==> config.mk <==
export PLATFORM = sky130hd
export DESIGN_NAME = strip_frame_loader
export DESIGN_NICKNAME = d
export VERILOG_FILES = /design/src/rtl/strip_frame_loader.sv
export SDC_FILE = /design/constraint.sdc
export NUM_CORES = 1
export LEC_CHECK = 0
export BUFFER_PORTS_ARGS = -buffer_cell sky130_fd_sc_hd__buf_2
export CELL_PAD_IN_SITES_DETAIL_PLACEMENT = 1
export CELL_PAD_IN_SITES_GLOBAL_PLACEMENT = 1
export CORE_ASPECT_RATIO = 2
export CORE_MARGIN = 5
export CORE_UTILIZATION = 30
export CTS_CLUSTER_DIAMETER = 100
export DETAILED_ROUTE_END_ITERATION = 7
export PLACE_DENSITY = 0.59
export SLEW_MARGIN = 20
export SYNTH_ARGS = -nofsm -noshare
export SYNTH_HDL_FRONTEND = slang
export SYNTH_SLANG_ARGS = --single-unit
==> constraint.sdc <==
create_clock -name clk -period 1.8 [get_ports clk]
set_input_delay 0.45 -clock clk [delete_from_list [all_inputs] [get_ports clk]]
set_output_delay 0.45 -clock clk [all_outputs]
set_load 0.01 [all_outputs]
==> src/rtl/strip_frame_loader.sv <==
// Pixel-write front end for the LED-strip encoder: RGB writes land in a back buffer as GRB and
// are committed to `strip` in one rate-limited cycle. Define STRIP_FRAME_LOADER_CLEAR_EN to blank the buffer on commit.
module strip_frame_loader #(
  parameter int LENGTH    = 4,
  parameter int FRAME_GAP = 8356,
  parameter int IDX_W     = (LENGTH > 1) ? $clog2(LENGTH) : 1
) (
  input  logic                   clk,
  input  logic                   rst,
  input  logic                   wr_valid,
  output logic                   wr_ready,
  input  logic [IDX_W-1:0]       wr_index,
  input  logic [23:0]            wr_color,
  input  logic                   wr_last,
  output logic [LENGTH*24-1:0]   strip,
  output logic                   strip_update,
  output logic [7:0]             commit_count,
  output logic                   idx_err
);

  localparam int GAP_W = $clog2(FRAME_GAP + 1);
  localparam logic [GAP_W-1:0] GAP_MAX = GAP_W'(FRAME_GAP);

  typedef enum logic {
    FILL = 1'b0,
    HOLD = 1'b1
  } state_t;

  state_t                 state_r;
  logic [LENGTH*24-1:0]   back_r;
  logic [GAP_W-1:0]       gap_r;
  logic [LENGTH-1:0]      wr_hit_s;
  logic                   in_range_s;
  logic                   accept_s;

  function automatic logic [23:0] rgb_to_grb(input logic [23:0] rgb);
    return {rgb[15:8], rgb[23:16], rgb[7:0]};
  endfunction

  assign wr_ready = (state_r == FILL);
  assign accept_s = wr_valid && wr_ready;

  // One-hot decode of the write target; no hit means the index is past the strip.
  always_comb begin
    wr_hit_s = {LENGTH{1'b0}};
    for (int i = 0; i < LENGTH; i++) begin
      if (wr_index == IDX_W'(i)) begin
        wr_hit_s[i] = 1'b1;
      end else begin
        wr_hit_s[i] = 1'b0;
      end
    end
    in_range_s = |wr_hit_s;
  end

  // Frame FSM, back buffer, gap counter and all registered outputs.
  always_ff @(posedge clk) begin
    if (rst) begin
      state_r      <= FILL;
      back_r       <= {(LENGTH*24){1'b0}};
      strip        <= {(LENGTH*24){1'b0}};
      gap_r        <= {GAP_W{1'b0}};
      commit_count <= 8'd0;
      idx_err      <= 1'b0;
      strip_update <= 1'b0;
    end else begin
      strip_update <= 1'b0;
      if (gap_r != GAP_MAX) begin
        gap_r <= gap_r + GAP_W'(1);
      end
      case (state_r)
        FILL: begin
          if (accept_s) begin
            for (int i = 0; i < LENGTH; i++) begin
              if (wr_hit_s[i]) begin
                back_r[i*24 +: 24] <= rgb_to_grb(wr_color);
              end
            end
            // Out-of-range data is dropped, but wr_last still closes the frame.
            if (!in_range_s) begin
              idx_err <= 1'b1;
            end
            if (wr_last) begin
              state_r <= HOLD;
            end
          end
        end
        HOLD: begin
          if (gap_r == GAP_MAX) begin
            strip        <= back_r;
            strip_update <= 1'b1;
            commit_count <= commit_count + 8'd1;
            gap_r        <= {GAP_W{1'b0}};
            state_r      <= FILL;
`ifdef STRIP_FRAME_LOADER_CLEAR_EN
            back_r       <= {(LENGTH*24){1'b0}};
`else
            back_r       <= back_r;
`endif
          end
        end
        default: begin
          state_r <= FILL;
        end
      endcase
    end
  end

endmodule
Word-level counts from Yosys, hierarchy flattened
Index checks and enable logic that the tools add are counted.

Flip-flop bits (word level): 217.

Mux-type cells: 18. Bitwise logic cells: 2. Reduce and logical (&&, ||, !) cells: 10. Add/sub/neg operators: 2. Equality and inequality tests: 10.

Operators with widths (count): 96-bit 2-to-1 mux (2); 24-bit 2-to-1 mux (4); 14-bit 2-to-1 mux (3); 3-bit AND reduction (5); 14-bit by 1-bit adder with 14-bit output, second input constant (1); 14-bit equality test, second input constant (1); 14-bit != test, second input constant (1); 2-bit by 1-bit != test with 1-bit output, second input constant (5); 8-bit by 1-bit adder with 8-bit output, second input constant (1); 1-bit 2-to-1 mux (8); 2-bit equality test, second input constant (2); 4-bit OR reduction (1); 2-bit by 1-bit equality test with 1-bit output, second input constant (1); 2-bit zero test (1); 1-bit NOT (2); 1-bit case mux with 2 select lines (1); 2-bit AND reduction (1); 2-bit OR reduction (1); 1-bit logical AND (1).

Depth between registers and ports, before layout
Gate-level depths: netlist of the first run.

Word-level depth: 5. Depth in mapped cells: 9. Mapped depth without buffers: 8.

Least setup slack after synthesis of the first run
OpenSTA, ideal clock, no wires.

Kind: flip-flop to flip-flop. Start point: reg gap_r[0]. End point: reg gap_r[0]. Arrival time: 1510 ps. Cell stages (with the launch flop): 10. Path slack: 162 ps. Required time: 1672 ps. Cells stage by stage: dfxtp_1 inv_1 ha_1 and4b_1 nand4_1 buf_2 ha_1 nor2_1 a21oi_1 nor2_1.

Cells in the longest elaborated chain, start to end: 4.

Ends and longest elaborated chain: start, declared (line 31) `logic [GAP_W-1:0] gap_r;`; start signal, assigned (line 62) `gap_r <= {GAP_W{1'b0}};`; start signal, assigned (line 69) `gap_r <= gap_r + GAP_W'(1);`; start signal, assigned (line 93) `gap_r <= {GAP_W{1'b0}};`; 14-bit by 1-bit adder with 14-bit output / 14-bit != test (equally long branches) (line 69, 68); 14-bit 2-to-1 mux (line 68) `if (gap_r != GAP_MAX) begin`; 14-bit 2-to-1 mux (line 89) `if (gap_r == GAP_MAX) begin`; 14-bit 2-to-1 mux * (line 71) `case (state_r)`.

Every way passes the cells marked *; elsewhere a longest branch is shown, timed or not. A chain may end at the register's enable or synchronous reset.

Worst setup path in the final report of the first run
Start point: reg gap_r[1]. End point: reg commit_count[2].

Cells in the longest elaborated chain, start to end: 2.

Ends and longest elaborated chain: 14-bit equality test (line 89); 2-bit AND reduction (no line); end signal, assigned (line 92) `commit_count <= commit_count + 8'd1;`; end, declared (line 17) `output logic [7:0] commit_count,`.

No other way between the ends.

==> results of run 1 <==
[worst max-delay path, cell delays in order (launching register included)]
cell     delay, ps
dfxtp_2        320
inv_2           70
ha_4           130
and4b_1        220
nand4_1        210
buf_6          200
or4_4          420
a21oi_2        140
[placed cells by master, fill, tap and decap left out, types with 8 or more instances in the layout]
| cell | instances |
|---|---|
| nand2_1 | 393 |
| dfxtp_1 | 215 |
| a21oi_1 | 202 |
| buf_2 | 136 |
| buf_4 | 27 |
| clkbuf_16 | 23 |
| nor2_1 | 17 |
| buf_12 | 15 |
| nand4_1 | 8 |
| or3_1 | 8 |
| nand3_1 | 8 |
[power by group through the flow]
stage | combinational, W | sequential, W | clock, W
2_1_floorplan | 0.000227 | 0.00502 | 0
3_3_place_gp | 0.000426 | 0.00503 | 0
4_1_cts | 0.000432 | 0.00492 | 0.00424
5_1_grt | 0.000492 | 0.00493 | 0.00442
3_5_place_dp | 0.000431 | 0.00503 | 0
6_report | 0.000440 | 0.00492 | 0.00408
[what timing repair did]
| item | 4_1_cts | 5_1_grt |
|---|---|---|
| buffers inserted | 0 | 7 |
| endpoints found under the setup margin | 0 | 67 |
| resized for setup | 0 | 11 |
[how the worst max path moves through the flow]
stage,startpoint,slack (ps),depth (start not counted),endpoint
after global placement,gap_r[0],120,7,commit_count[2]
after CTS,gap_r[0],40,8,strip[68]
after global routing,gap_r[11],-50,5,commit_count[2]
final,gap_r[1],30,7,commit_count[2]
after detailed placement,gap_r[0],60,8,strip[68]
after floorplan,gap_r[0],160,9,gap_r[0]
[cell type report]
cell class                 instances  area (um2)  area share (%)
sequential                       217        4350            44.1
multi-input combinational        689        3170            32.1
timing repair buffer             184        1290            13.1
clock buffer                      29         586            5.94
tap                              340         425            4.32
clock inverter                     3        18.8           0.190
inverter                           5        18.8           0.190
[registers in the layout (all words and copies together), names as in the netlist]
register and count:
back_r 96, commit_count 8, gap_r 14, idx_err 1, state_r 1, strip 96
strip_update 1
[metrics by stage]
stage / power [W] / instance area [um2]
3_3_place_gp: 0.00546 / 9090
4_1_cts: 0.00959 / 9700
6_report: 0.00944 / 9860
3_5_place_dp: 0.00546 / 9090
2_1_floorplan: 0.00524 / 7790
5_1_grt: 0.00984 / 9860
[logic make-up after synthesis]
group	after synthesis	synth area share, %
simple gates	464	24.7
flops	217	55.8
compound gates	211	13.6
buf+inv	71	4.11
xor+xnor	10	1.12
fa+ha+maj	4	0.642
[routing by layer]
layer	global-route usage, %	vias to the layer above	wire length [um]
li1	-	3450	-
met1	20.0	3337	10600
met2	30.6	108	13600
met3	2.23	23	810
met4	4.22	0	418
met5	0	-	0
==> qor.yml, run 1 <==
routabilityCongestion: 0.778
worstPathArrival_ps: 2220
period_share_pct: 98.5
die_y_um: 238
path_clk_slew_ps: 70
finalHoldViolations: 0
syn_inst: 977
cts_root_buf: "clkbuf_16"
crit_type: "reg2reg"
grt_max_degree: 103
hp-class: "in2reg"
antenna_found_initial: 0
rows: 83
combPwrFrac_pct: 4.7
diodes: 0
start_kind: "register"
die_x_um: 124
grt_overflow: 0
reg2reg_slack_ps: 30
cts_tree: "built"
yosysMostFrequentCell: "nand2_1"
max_freq_ghz: 0.564
drc_errors: 0
ir_drop_v: 0.000462
required_ps: 2240
finalCriticalPeriod_ps: 1770
synth-seq-cells: 217
io_pins: 137
dr.pass1.iters: 4
grt_pass1_vias: 7010
async_flop_share_pct: 0
start_util_pct: 30.4
swShare_pct: 22.9
power_density_nw_per_um2: 958
post-place-ws_ps: 62.2
via_count: 6918
holdWs_ps: 183
wl_um: 25400
synth_area_leader_cell: "dfxtp_1"
hpwl_um: 17100
fin_cells: 1467
synth_nets: 1011
synth_edf_count: 0
netlist_top_cells_count: "nand2_1, dfxtp_1, a21oi_1"
maxCapViolCount: 0
cts.sinks: 217
numCtsBuffers: 21
r2r-end: "commit_count[2]"
end_kind: "register"
h-tree-depth: 1
post_synth_main_area_contributors: "dfxtp_1, nand2_1, a21oi_1"
r2r_start: "gap_r[1]"
rr_worst_depth: 7
holdCritStartpoint: "wr_last"
clkPwrFrac_pct: 43.2
status: "finished clean"
setup_slack_ps: 26.6
synth-seq-area-share_pct: 55.8
finalNetCount: 1152
ant_nets: 0
final_layout_size_suffix_gt1_share_pct: 20.1
place_inst: 1425
yosys_warnings: 0
portBuffers: 136
seq_power_share_pct: 52.1
synth-main-ff-cell: "dfxtp_1"
tightest_slew_ps: 478
clock_latency_ps: 510
timing.slew.headroom_pct: 68.2
grtUsageTotal_pct: 16.6
grt_pass1_wl_um: 38800
setup_violations: 0
die_area_um2: 29500
synth_area_per_cell_um2: 7.97
cts_buffer_depth: 3
core_area_um2: 25700
dr.first_iter.drc_count: 287
cp_max_fo: 5
cts_hold_buffers: 0
syn_to_final_growth_pct: 26.5
p_int_w: 0.00728
fin_util_pct: 38.4
fill_cells: 3162
vias_per_cell: 4.72
synthesis.area_um2: 7790
yosysTopAreaCellShare_pct: 55.8
tns_ps: 0
slew_viol_final: 0
synthDistinctLibCells: 31
min_path_cells: 3
holdPathEnd: "state_r"
power_leakage_nw: 3.77
routedWlPerCell_um: 17.3
skew_ps: 13.8
power_switching_w: 0.00216
Note: power is estimated with default switching activity, not from simulation.
==> inputs of run 2 (changes only) <==
- CORE_UTILIZATION: 30 -> 40
- PLACE_DENSITY: 0.59 -> 0.76
==> qor.yml, run 2 (synthesis results as in run 1) <==
status: "finished clean"  # unchanged
start_util_pct: 40.4  # was 30.4%
routedWlPerCell_um: 17.4  # was 17.3 um
end_kind: "register"  # unchanged
maxCapViolCount: 0  # unchanged
timing.slew.headroom_pct: 66.0  # was 68.2%
cts_buffer_depth: 3  # unchanged
max_freq_ghz: 0.569  # was 0.564 GHz
rr_worst_depth: 7  # unchanged
post-place-ws_ps: 46.4  # was 62.2 ps
cts_hold_buffers: 0  # unchanged
skew_ps: 8.61  # was 13.8 ps
core_area_um2: 19300  # was 25700 um2
ir_drop_v: 0.000939  # was 0.000462 V
dr.pass1.iters: 5  # was 4
r2r-end: "commit_count[2]"  # unchanged
io_pins: 137  # unchanged
diodes: 0  # unchanged
final_layout_size_suffix_gt1_share_pct: 19.9  # was 20.1%
start_kind: "register"  # unchanged
holdWs_ps: 202  # was 183 ps
drc_errors: 0  # unchanged
reg2reg_slack_ps: 40  # was 30 ps
path_clk_slew_ps: 70  # about the same
vias_per_cell: 5.11  # was 4.72
finalNetCount: 1142  # was 1152
hpwl_um: 15900  # was 17100 um
grtUsageTotal_pct: 20.7  # was 16.6%
power_density_nw_per_um2: 1010  # was 958 nW/um2
h-tree-depth: 1  # unchanged
place_inst: 1339  # was 1425
ant_nets: 0  # unchanged
cp_max_fo: 7  # was 5
power_leakage_nw: 3.77  # about the same
layout_common_cells: "nand2_1, dfxtp_1, a21oi_1"  # unchanged
grt_overflow: 0  # unchanged
grt_pass1_wl_um: 37500  # was 38800 um
cts_root_buf: "clkbuf_16"  # unchanged
r2r_start: "gap_r[1]"  # unchanged
finalCriticalPeriod_ps: 1760  # was 1770 ps
syn_to_final_growth_pct: 25.7  # was 26.5%
grt_pass1_vias: 7279  # was 7010
cts.sinks: 217  # unchanged
layout_commonest_cell: "nand2_1"  # unchanged
crit_type: "reg2reg"  # unchanged
worstPathArrival_ps: 2180  # was 2220 ps
clock_latency_ps: 500  # was 510 ps
routabilityCongestion: 0.888  # was 0.778
hp-class: "in2reg"  # unchanged
period_share_pct: 97.6  # was 98.5%
via_count: 7061  # was 6918
die_area_um2: 22500  # was 29500 um2
grt_max_degree: 55  # was 103
setup_violations: 0  # unchanged
cts_tree: "built"  # unchanged
antenna_found_initial: 0  # unchanged
wl_um: 24000  # was 25400 um
die_y_um: 207  # was 238 um
rows: 72  # was 83
numCtsBuffers: 20  # was 21
fin_cells: 1381  # was 1467
portBuffers: 136  # unchanged
tns_ps: 0  # unchanged
slew_viol_final: 0  # unchanged
setup_slack_ps: 43.5  # was 26.6 ps
dr.first_iter.drc_count: 359  # was 287
tightest_slew_ps: 508  # was 478 ps
reg_top3: "back_r (96), strip (96), gap_r (14)"  # unchanged
die_x_um: 109  # was 124 um
fill_cells: 2435  # was 3162
startpoint: "gap_r[1]"  # unchanged
finalHoldViolations: 0  # unchanged
required_ps: 2230  # was 2240 ps
endpoint: "commit_count[2]"  # unchanged
run 2: cell type report:
class / instances / area, um2 / share of cell area, %
clock buffers: 30 / 629 / 6.43
clock inverters: 6 / 82.6 / 0.843
inverters: 5 / 18.8 / 0.192
multi-input cells: 689 / 3170 / 32.4
flip-flops and latches: 217 / 4350 / 44.4
well taps: 259 / 324 / 3.31
repair buffers: 175 / 1220 / 12.4
run 2: timing repair:
item                       CTS  global route
resized for setup            0            10
buffers inserted             0             4
setup endpoints to repair    0            52
run 2: power breakdown:
part           internal, W  switching (W)
clock network      0.00271        0.00183
logic             0.000152       0.000291
registers          0.00488      0.0000457
run 2: worst max-delay path: stages (launching register included):
cell and delay [ps]:
dfxtp_2 330, inv_2 80, ha_4 140, and4b_1 210, nand4_1 180, buf_6 200
or4_1 400, a21oi_1 150
run 2: per-stage QoR:
step | total power [W] | utilization [%] | instance area (um2)
after floorplan | 0.00524 | - | 7790
after CTS | 0.00998 | 50.3 | 9690
after global placement | 0.00544 | 46.6 | 8980
after detailed placement | 0.00546 | 46.6 | 8980
final | 0.00991 | 50.8 | 9790
after global routing | 0.0102 | 50.8 | 9790
run 2: per-layer routing:
layer	GRT usage, %	up-vias	wire length, um
met3	2.99	48	867
met1	24.1	3429	9550
met2	37.1	139	12700
met4	8.11	0	868
li1	-	3445	-
met5	0	-	0
run 2: how the worst min path moves through the flow:
stage	from	endpoint	slack, ps	cells after the start
detailed placement	strip[7]	strip[7]	440	2
global route	wr_color[9]	back_r[89]	240	3
finish	wr_last	state_r	200	3
CTS	wr_last	state_r	200	3
global placement	strip[51]	strip[51]	440	2
floorplan	back_r[0]	back_r[0]	440	2
